<file path="src/rtl/booth_radix4_core.sv">
// Sequential signed radix-4 Booth multiplier.
// The latched multiplicand is sent to an external toggle_word block, which
// returns ~M; -M is formed from it, and then one Booth digit is accumulated
// per cycle until the product is ready.
module booth_radix4_core #(
    parameter int BITLEN      = 4,
    parameter int TOG_TIMEOUT = 16
) (
    input  logic                  clock,
    input  logic                  reset_n,
    input  logic [BITLEN-1:0]     in_mcand,
    input  logic [BITLEN-1:0]     in_mplier,
    input  logic                  in_start_pulse,
    output logic [BITLEN-1:0]     tog_word,
    output logic                  tog_req_pulse,
    input  logic [BITLEN-1:0]     in_tog,
    input  logic                  in_tog_valid_pulse,
    output logic                  mod_busy,
    output logic [2*BITLEN-1:0]   out_prod,
    output logic                  out_prod_valid_pulse,
    output logic                  out_err_pulse
);

    localparam int PW  = 2 * BITLEN;
    localparam int IW  = (BITLEN / 2 > 1) ? $clog2(BITLEN / 2) : 1;
    localparam int TCW = $clog2(TOG_TIMEOUT + 1);

    localparam logic [IW-1:0]  LAST_DIGIT = IW'(BITLEN / 2 - 1);
    localparam logic [TCW-1:0] TCNT_LAST  = TCW'(TOG_TIMEOUT - 1);
    localparam logic [BITLEN:0] ONE_N     = 1;

    localparam logic [1:0] S_IDLE = 2'd0;
    localparam logic [1:0] S_WAIT = 2'd1;
    localparam logic [1:0] S_ITER = 2'd2;
    localparam logic [1:0] S_FIN  = 2'd3;

    logic [1:0]        state_q, state_d;
    logic [BITLEN-1:0] mcand_q, mcand_d;
    logic [BITLEN:0]   mx_q, mx_d;        // {mplier, 0}, shifted right 2 per digit
    logic [PW-1:0]     mc_sh_q, mc_sh_d;  // +M, pre-shifted by 2i
    logic [PW-1:0]     ng_sh_q, ng_sh_d;  // -M, pre-shifted by 2i
    logic [PW-1:0]     acc_q, acc_d;
    logic [IW-1:0]     it_q, it_d;
    logic [TCW-1:0]    tcnt_q, tcnt_d;
    logic              busy_q, busy_d;
    logic              req_q, req_d;
    logic [PW-1:0]     prod_q, prod_d;
    logic              valid_q, valid_d;
    logic              err_q, err_d;

    logic [BITLEN:0]   negm;
    logic [PW-1:0]     term;

    // Extra bit keeps -(-2^(BITLEN-1)) representable.
    assign negm = {in_tog[BITLEN-1], in_tog} + ONE_N;

    // Booth digit selection on the current triplet; the operands are kept
    // pre-shifted, so the triplet is always the low three bits of mx_q.
    always_comb begin
        term = '0;
        case (mx_q[2:0])
            3'b001, 3'b010: term = mc_sh_q;
            3'b011:         term = mc_sh_q << 1;
            3'b100:         term = ng_sh_q << 1;
            3'b101, 3'b110: term = ng_sh_q;
            default:        term = '0;
        endcase
    end

    // Next-state and datapath control.
    always_comb begin
        state_d = state_q;
        mcand_d = mcand_q;
        mx_d    = mx_q;
        mc_sh_d = mc_sh_q;
        ng_sh_d = ng_sh_q;
        acc_d   = acc_q;
        it_d    = it_q;
        tcnt_d  = tcnt_q;
        busy_d  = busy_q;
        req_d   = 1'b0;
        prod_d  = prod_q;
        valid_d = 1'b0;
        err_d   = 1'b0;
        case (state_q)
            S_IDLE: begin
                if (in_start_pulse) begin
                    mcand_d = in_mcand;
                    mx_d    = {in_mplier, 1'b0};
                    mc_sh_d = {{BITLEN{in_mcand[BITLEN-1]}}, in_mcand};
                    busy_d  = 1'b1;
                    req_d   = 1'b1;
                    tcnt_d  = '0;
                    state_d = S_WAIT;
                end
            end
            S_WAIT: begin
                if (in_tog_valid_pulse) begin
                    ng_sh_d = {{(BITLEN-1){negm[BITLEN]}}, negm};
                    acc_d   = '0;
                    it_d    = '0;
                    tcnt_d  = '0;
                    state_d = S_ITER;
                end else if (tcnt_q == TCNT_LAST) begin
                    err_d   = 1'b1;
                    busy_d  = 1'b0;
                    tcnt_d  = '0;
                    state_d = S_IDLE;
                end else begin
                    tcnt_d = tcnt_q + TCW'(1);
                end
            end
            S_ITER: begin
                acc_d   = acc_q + term;
                mx_d    = mx_q >> 2;
                mc_sh_d = mc_sh_q << 2;
                ng_sh_d = ng_sh_q << 2;
                it_d    = it_q + IW'(1);
                // The result is registered with the last digit so the valid
                // strobe is visible during the FIN cycle itself.
                if (it_q == LAST_DIGIT) begin
                    prod_d  = acc_q + term;
                    valid_d = 1'b1;
                    busy_d  = 1'b0;
                    state_d = S_FIN;
                end
            end
            default: begin
                state_d = S_IDLE;
            end
        endcase
    end

    // State registers with synchronous active-low reset.
    always_ff @(posedge clock) begin
        if (!reset_n) begin
            state_q <= S_IDLE;
            mcand_q <= '0;
            mx_q    <= '0;
            mc_sh_q <= '0;
            ng_sh_q <= '0;
            acc_q   <= '0;
            it_q    <= '0;
            tcnt_q  <= '0;
            busy_q  <= 1'b0;
            req_q   <= 1'b0;
            prod_q  <= '0;
            valid_q <= 1'b0;
            err_q   <= 1'b0;
        end else begin
            state_q <= state_d;
            mcand_q <= mcand_d;
            mx_q    <= mx_d;
            mc_sh_q <= mc_sh_d;
            ng_sh_q <= ng_sh_d;
            acc_q   <= acc_d;
            it_q    <= it_d;
            tcnt_q  <= tcnt_d;
            busy_q  <= busy_d;
            req_q   <= req_d;
            prod_q  <= prod_d;
            valid_q <= valid_d;
            err_q   <= err_d;
        end
    end

    assign tog_word             = mcand_q;
    assign tog_req_pulse        = req_q;
    assign mod_busy             = busy_q;
    assign out_prod             = prod_q;
    assign out_prod_valid_pulse = valid_q;
    assign out_err_pulse        = err_q;

endmodule
</file>
<file path="config.mk">
export PLATFORM = sky130hd
export DESIGN_NAME = booth_radix4_core
export DESIGN_NICKNAME = d
export VERILOG_FILES = /design/src/rtl/booth_radix4_core.sv
export SDC_FILE = /design/constraint.sdc
export NUM_CORES = 1
export LEC_CHECK = 0
export BUFFER_PORTS_ARGS = -buffer_cell sky130_fd_sc_hd__buf_2
export CORE_ASPECT_RATIO = 1.75
export CORE_MARGIN = 10
export CORE_UTILIZATION = 32
export CTS_CLUSTER_DIAMETER = 40
export DETAILED_ROUTE_END_ITERATION = 6
export HOLD_SLACK_MARGIN = 0.05
export SLEW_MARGIN = 30
export SYNTH_ARGS = -nofsm -noshare
export SYNTH_HDL_FRONTEND = slang
export SYNTH_SLANG_ARGS = --single-unit
</file>
<file path="constraint.sdc">
create_clock -name clock -period 7.7 [get_ports clock]
set_clock_uncertainty 0.1 [all_clocks]
set_input_delay 0.77 -clock clock [delete_from_list [all_inputs] [get_ports clock]]
set_output_delay 0.77 -clock clock [all_outputs]
set_load 0.02 [all_outputs]
</file>
==> results of run 1 <==
-- registers in the layout (all words and copies together) (netlist names) --
signal	cells
tcnt_q	5
out_err_pulse	1
mc_sh_q	8
mod_busy	1
out_prod	8
it_q	1
out_prod_valid_pulse	1
ng_sh_q	8
tog_req_pulse	1
acc_q	8
mx_q	5
tog_word	4
state_q	2
-- synth_stat cells, drive strengths merged, types with 3 or more instances --
| master | count |
|---|---|
| a211oi | 7 |
| a21boi | 5 |
| a21oi | 24 |
| a221oi | 3 |
| a22o | 3 |
| a22oi | 15 |
| and2 | 4 |
| and3 | 3 |
| buf | 6 |
| clkbuf | 12 |
| dfxtp | 53 |
| ha | 13 |
| inv | 11 |
| mux2 | 4 |
| mux2i | 13 |
| nand2 | 33 |
| nand2b | 4 |
| nand3 | 11 |
| nor2 | 42 |
| nor2b | 14 |
| nor3 | 7 |
| o21ai | 18 |
| or3 | 3 |
| xnor2 | 4 |
| xor2 | 3 |
-- cells by family after synthesis --
group / Yosys count / share of synthesized area
buffers and inverters: 30 / 0.0451
AO/OA/AOI/OAI: 88 / 0.212
multiplexers: 17 / 0.0619
flip-flops: 53 / 0.375
adder cells (fa/ha/maj): 14 / 0.0645
XOR/XNOR: 8 / 0.0296
AND/OR/NAND/NOR: 128 / 0.212
-- area by class of cell --
cell class | count | area [um2]
Clock buffer | 5 | 125
Clock inverter | 3 | 46.3
Fill cell | 932 | 5440
Inverter | 12 | 45.0
Multi-Input combinational cell | 255 | 1640
Sequential cell | 53 | 1060
Tap cell | 117 | 146
Timing Repair Buffer | 33 | 170
-- worst paths after layout --
check / endpoint / slack (ns) / startpoint
worst min-delay path: tog_word[3]$_SDFFE_PN0P_ / 0.36 / tog_word[3]$_SDFFE_PN0P_
worst min register to register: tog_word[3]$_SDFFE_PN0P_ / 0.36 / tog_word[3]$_SDFFE_PN0P_
worst max register to register: out_prod[6]$_SDFFE_PN0P_ / 4.46 / mx_q[1]$_SDFFE_PN0P_
worst max-delay path: out_prod[6]$_SDFFE_PN0P_ / 4.46 / mx_q[1]$_SDFFE_PN0P_
-- layout by cell type, fill, tap and decap left out, types with 4 or more instances in the layout --
| master | instances |
|---|---|
| a21boi_0 | 5 |
| buf_2 | 31 |
| nand3_1 | 11 |
| mux2i_1 | 13 |
| ha_1 | 13 |
| nand2b_1 | 4 |
| xnor2_1 | 4 |
| a211oi_1 | 7 |
| nor3_1 | 7 |
| nor2b_1 | 14 |
| a21oi_1 | 23 |
| inv_1 | 11 |
| nand2_1 | 33 |
| clkbuf_16 | 5 |
| a22oi_1 | 15 |
| nor2_1 | 41 |
| mux2_2 | 4 |
| o21ai_0 | 14 |
| and2_1 | 4 |
| dfxtp_1 | 53 |
-- metal layers --
layer	vias to the layer above	global-route usage	wire, um
li1	1237	-	-
met1	1129	0.107	2820
met2	30	0.210	3900
met3	12	0.0171	149
met4	0	0.0530	224
met5	-	0	0
-- worst register-to-register path, stage by stage (launching register included) --
cell and delay (ns):
dfxtp_1 0.77, nor2b_1 0.29, a22o_1 0.16, nand2_1 0.04, and3_1 0.23, fa_1 0.43, nor2b_1 0.13, o21ai_0 0.11
a21oi_1 0.21, o21ai_1 0.13, or4_1 0.48, nand4_1 0.10
-- power by group through the flow --
stage	clock [mW]	combinational (mW)	sequential, mW
after floorplan	0	0.222	0.347
after global placement	0	0.276	0.360
after detailed placement	0	0.281	0.361
after CTS	0.267	0.281	0.354
after global routing	0.276	0.317	0.361
final	0.262	0.279	0.355
-- per-stage QoR --
stage	worst slack (ns)	std cells	hold WS [ns]	power (mW)	instance area, um2
3_3_place_gp	4.56	470	0.342	0.635	3060
6_report	4.46	478	0.360	0.896	3240
3_5_place_dp	4.49	470	0.347	0.642	3060
2_1_floorplan	5.02	338	0.326	0.569	2830
5_1_grt	4.21	478	0.377	0.954	3240
4_1_cts	4.46	478	0.358	0.903	3240
==> summary.md, run 1 <==
| Metric | Value |
|---|---|
| Status | finished clean |
| Worst EP required | between 7 and 8 ns |
| N_diodes | 0 |
| Inserted Clock Buffers | 5 |
| Clock-pin slew on the worst setup and hold paths | around 0.070 ns |
| Die Span Y | around 140 um |
| Fraction of layout cells with a size suffix above 1 | 0.139 |
| Dominant synthesized flop cell | dfxtp_1 |
| Hold depth | 2 |
| Max_cap viols | 0 |
| Crit path cell chain | nor2b_1 > a22o_1 > nand2_1 > and3_1 > fa_1 > nor2b_1 > o21ai_0 > a21oi_1 > o21ai_1 > or4_1 > nand4_1 |
| RSZ-0062 raised after global routing | false |
| H-Tree Depth | 2 |
| Synthesized instance count | around 340 |
| Netlist cell types | 47 |
| Largest net degree at the start of global routing | 33 |
| Net Sw Power | roughly 0.33 mW |
| Final hold vios | 0 |
| WL/cell | between 10 and 15 um |
| Final setup violation count | 0 |
| Final period utilization | 0.421 |
| Final WL | 7090 um |
| First-pass GRT wire length | ~11,000 um |
| Post-CTS Hold Buffers | 0 |
| Post-DP HPWL | between 5000 and 6000 um |
| Hold crit path type | flop to flop |
| CP Class | flop to flop |
| DIE AREA | roughly 0.013 mm2 |
| Setup tns final | 0 ns |
| Area grow syn2layout | 14.3% |
| Number of remaining DRC errors | 0 |
| Port bufs | 31 |
| Seq/Total Area, Yosys | 0.375 |
| Area contributors post-synth | dfxtp_1, ha_1, nor2_1, mux2i_1, nand2_1 |
| Fin. max-slew vios | 0 |
| Die Wd | between 90 and 100 um |
| Syn Area/Cell | about 8.4 um2 |
| Measured slew at the worst slew-check pin | between 0.8 and 0.9 ns |
| Post-synth EDFFs | 0 |
| Leading area contributor after synthesis | dfxtp_1 |
| Clock Latency Late Sink | 0.30 ns |
| Vias per Instance | roughly 5.0 |
| Initial DRT Pass Iterations | 6 |
| Clock share of power | 0.292 |
| Fmax | roughly 300 MHz |
| Leakage | 1.29 nW |
| Int Power | 0.568 mW |
| Power per cell area | ~280 mW/mm2 |
| Clock Tree Buf Depth | 2 |
| Area share of the largest cell type after synthesis | 0.375 |
| Global route overflow | 0 |
| Crit path DAT | about 3.4 ns |
| CORE AREA | between 0.008 and 0.009 mm2 |
| Post-CTS sizing | 0 |
| Overall global routing resource usage | 0.108 |
| Worst-path maximum fanout | 19 |
| Clock Tree Root | clkbuf_16 |
| Part of the power in registers | 0.396 |
| Rel. slew slack | 0.432 |
| Slowest CP cell | dfxtp_1 |
| Vias | between 2,000 and 2,500 |
| CP peak stage delay | 0.77 ns |
| R2r worst-path depth | 11 |
| Antenna violations before repair | 0 |
| Global placer's final weighted congestion | 0.837 |
| Initial core utilization | 0.326 |
| Initial DRC count | 186 |
| CTS tree | done |
| FP Rows | 45 |
| Routed Antenna Nets | 0 |
| Post-synth ARST share | 0 |
| Number of I/O pins | 32 |
| Setup bufs post-CTS | 0 |
| Combinational Power Share | 0.312 |
| Crit end category | flop |
| Sw frac | 0.366 |
| Vias in the first global route | 2,382 |
| Final Net Count | a little under 400 |
| Synthesized Nets | roughly 370 |
| VDD IR max | ~0.16 mV |
| Final Critical Period | ~3.2 ns |
| Number of synthesized register bits | 53 |
| Sink Count | 53 |
| Crit path buffers/inverters | 0 |
| Yosys warns | 0 |
| Mapped cell area | around 0.0028 mm2 |
| Layout Utilization | 0.373 |
| CP Depth | 11 |
| Largest delay share family, worst path | simple AND/OR/NAND/NOR gates |
| Crit path top cell by count | nor2b_1 |
| Startpoint Class | flop |
Power figures use the tool's default switching activity.
==> run 2: changes to the inputs <==
--- a/config.mk
+++ b/config.mk
@@ -5,6 +5,7 @@
 export SDC_FILE = /design/constraint.sdc
 export NUM_CORES = 1
 export LEC_CHECK = 0
+export ABC_AREA = 1
 export BUFFER_PORTS_ARGS = -buffer_cell sky130_fd_sc_hd__buf_2
 export CORE_ASPECT_RATIO = 1.75
 export CORE_MARGIN = 10
==> constraint.sdc (replaced) <==
create_clock -name clock -period 2.72 [get_ports clock]
set_clock_uncertainty 0.1 [all_clocks]
set_input_delay 0.272 -clock clock [delete_from_list [all_inputs] [get_ports clock]]
set_output_delay 0.272 -clock clock [all_outputs]
set_load 0.02 [all_outputs]
==> summary.md, run 2 <==
| Metric | Value |
|---|---|
| First-pass GRT wire length | 11,800 um (+2.9%) |
| Clock Tree Root | clkbuf_16 |
| Rel. slew slack | 0.423 (-0.00908) |
| Final hold vios | 0 (unchanged) |
| Post-synth ARST share | 0 (unchanged) |
| Dominant synthesized flop cell | dfxtp_1 |
| Int Power | 1.51 mW (+170%) |
| Number of synthesized register bits | 53 (unchanged) |
| Net Sw Power | 0.750 mW (+130%) |
| FP Rows | 45 (unchanged) |
| Die Wd | 90.6 um (-0.50%) |
| Hold crit path type | primary input to flop |
| CORE AREA | 0.00861 mm2 (-0.65%) |
| Synthesized instance count | 388 (+15%) |
| Fin. max-slew vios | 0 (unchanged) |
| Clock share of power | 0.327 (+0.035) |
| Syn Area/Cell | 7.20 um2 (-14%) |
| Inserted Clock Buffers | 5 (unchanged) |
| WL/cell | 13.2 um (-11%) |
| Final WL | 7120 um (+0.39%) |
| Measured slew at the worst slew-check pin | 0.864 ns (+0.0158 ns) |
| Pwr Total | 2.26 mW (+150%) |
| Power per cell area | 688 mW/mm2 (+150%) |
| Leading area contributor after synthesis | dfxtp_1 |
| Leakage | 1.45 nW (+12%) |
| Seq/Total Area, Yosys | 0.380 (+0.00487) |
| Worst-path maximum fanout | 5 (-14) |
| Crit path DAT | 2.57 ns (-0.82 ns) |
| Design area | 0.00329 mm2 (+1.7%) |
| Final period utilization | 0.911 (+0.490) |
| Post-synth top cells | nand2_1, dfxtp_1, inv_1 |
| Fraction of layout cells with a size suffix above 1 | 0.208 (+0.0690) |
| Vias per Instance | 4.76 (-5.5%) |
| Placed Instance Area | 0.00307 mm2 (+0.33%) |
| Initial DRC count | 108 (-42%) |
| Antenna violations before repair | 0 (unchanged) |
| Sw frac | 0.331 (-0.0344) |
| Final Net Count | 453 (+16%) |
| Area contributors post-synth | dfxtp_1, nand2_1, a21oi_1, ha_1, inv_1 |
| Combinational Power Share | 0.264 (-0.048) |
| Routed Antenna Nets | 0 (unchanged) |
| Part of the power in registers | 0.410 (+0.014) |
| Post-synth EDFFs | 0 (unchanged) |
| Die Span Y | 144 um (-0.55%) |
| Final Critical Period | 2.48 ns (-0.764 ns) |
| Vias | 2,576 (+7.0%) |
| Global placer's final weighted congestion | 0.822 (-1.9%) |
| Post-CTS Hold Buffers | 0 (unchanged) |
| Area share of the largest cell type after synthesis | 0.380 (+0.00487) |
| Clock Tree Buf Depth | 2 (unchanged) |
| Leading cell type in the layout, fill and taps excluded | nand2_1 |
| Clock Latency Late Sink | 0.30 ns (about the same) |
| Max_cap viols | 0 (unchanged) |
| Fmax | 403 MHz (+31%) |
| CTS tree | done |
| Yosys warns | 0 (unchanged) |
| Synthesized Nets | 418 (+14%) |
| Setup tns final | 0 ns (unchanged) |
| Final setup violation count | 0 (unchanged) |
| Vias in the first global route | 2,615 (+9.8%) |
| Sink Count | 53 (unchanged) |
| Post-DP HPWL | 5550 um (+4.5%) |
| CP Class | flop to flop |
| Worst EP required | 2.81 ns (-5.03 ns) |
| Port bufs | 31 (unchanged) |
| Crit end category | flop |
| Status | finished clean |
| H-Tree Depth | 2 (unchanged) |
| Area grow syn2layout | 17.8% |
| DIE AREA | 0.0130 mm2 (-1.1%) |
| Number of remaining DRC errors | 0 (unchanged) |
| Startpoint Class | flop |
| Initial DRT Pass Iterations | 4 (-2) |
| Top-count cell post-synth | nand2_1 |
| VDD IR max | 0.373 mV (+130%) |
| N_diodes | 0 (unchanged) |
| Number of I/O pins | 32 (unchanged) |
| Most frequent cells in the layout | nand2_1, dfxtp_1, inv_1 |
| Clock-pin slew on the worst setup and hold paths | 0.07 ns (about the same) |
| Overall global routing resource usage | 0.111 (+0.00362) |
| Global route overflow | 0 (unchanged) |
| Initial core utilization | 0.324 (-0.00208) |
| Netlist cell types | 39 (-17%) |
| Mapped cell area | 0.00279 mm2 (-1.3%) |
| Largest net degree at the start of global routing | 24 (-27%) |
run 2: cell count changes after synthesis, sizes merged, moves of 13 or more:
| cell | previous run | this run |
|---|---|---|
| nand2 | 33 | 91 |
| inv | 11 | 54 |
| a22oi | 15 | 0 |
| mux2i | 13 | 0 |
| a21oi | 24 | 37 |
| nor2b | 14 | 0 |
| o21ai | 18 | 37 |
run 2: final cells by class:
| type | count | area (um2) |
|---|---|---|
| flip-flops and latches | 53 | 1060 |
| repair buffers | 38 | 208 |
| well taps | 117 | 146 |
| fillers | 907 | 5320 |
| clock buffers | 7 | 143 |
| inverters | 54 | 203 |
| multi-input cells | 271 | 1500 |
| clock inverters | 1 | 30.0 |
run 2: kinds of logic (layout without fill, tap and decap cells):
family | count (synthesis) | after routing | share of synthesized area
buffers and inverters | 64 | 100 | 0.0936
xor gates and xnor gates | 5 | 5 | 0.0157
DFF | 53 | 53 | 0.380
and+or+nand+nor | 159 | 159 | 0.249
AOI/OAI and AO/OA | 93 | 93 | 0.196
adders and majority gates | 14 | 14 | 0.0654
run 2: worst paths after layout:
path         cells past startpoint  slack, ns                   start                       end
max reg2reg                     18       0.24    mx_q[0]$_SDFFE_PN0P_  out_prod[6]$_SDFFE_PN0P_
max                             18       0.24    mx_q[0]$_SDFFE_PN0P_  out_prod[6]$_SDFFE_PN0P_
min                              3       0.13            in_mplier[0]      mx_q[1]$_SDFFE_PN0P_
min reg2reg                      2       0.34  tcnt_q[4]$_SDFFE_PN0P_    tcnt_q[4]$_SDFFE_PN0P_
run 2: power by group through the flow:
stage	registers [mW]	logic, mW	clock network [mW]
2_1_floorplan	0.949	0.422	0
3_3_place_gp	0.938	0.583	0
3_5_place_dp	0.941	0.590	0
4_1_cts	0.923	0.591	0.753
5_1_grt	0.940	0.674	0.780
6_report	0.928	0.597	0.740
run 2: worst max-delay path, cell delays in order (launching register included):
cell	delay, ns
dfxtp_2	0.36
nand2_4	0.09
inv_2	0.06
nor3_4	0.23
inv_2	0.09
o21ai_2	0.13
ha_2	0.19
inv_1	0.05
fa_2	0.35
inv_1	0.06
nand3_1	0.06
nand2_1	0.10
nand2_1	0.05
nand2_1	0.05
nand2_1	0.06
nand3_1	0.07
nand2_1	0.06
o21ai_0	0.14
inv_1	0.05
run 2: layer usage:
layer | vias to the layer above | global-route usage | part of all wire
li1 | 1338 | - | -
met1 | 1198 | 0.0991 | 0.37
met2 | 27 | 0.225 | 0.57
met3 | 13 | 0.0214 | 0.030
met4 | 0 | 0.0606 | 0.029
met5 | - | 0 | 0
run 2: what timing repair did:
| action | 4_1_cts | 5_1_grt |
|---|---|---|
| gates resized for setup | 0 | 10 |
| hold endpoints to repair | 0 | 0 |
| buffers inserted | 0 | 2 |
| setup endpoints to repair | 0 | 5 |
run 2: stage by stage:
| step | util | setup WS [ns] | std cells | hold slack, ns |
|---|---|---|---|---|
| 2_1_floorplan | - | 0.346 | 388 | 0.316 |
| 3_3_place_gp | 0.357 | 0.138 | 531 | 0.329 |
| 3_5_place_dp | 0.357 | 0.0268 | 531 | 0.330 |
| 4_1_cts | 0.377 | 0.0119 | 539 | 0.131 |
| 5_1_grt | 0.382 | -0.0151 | 541 | 0.149 |
| 6_report | 0.382 | 0.241 | 541 | 0.133 |
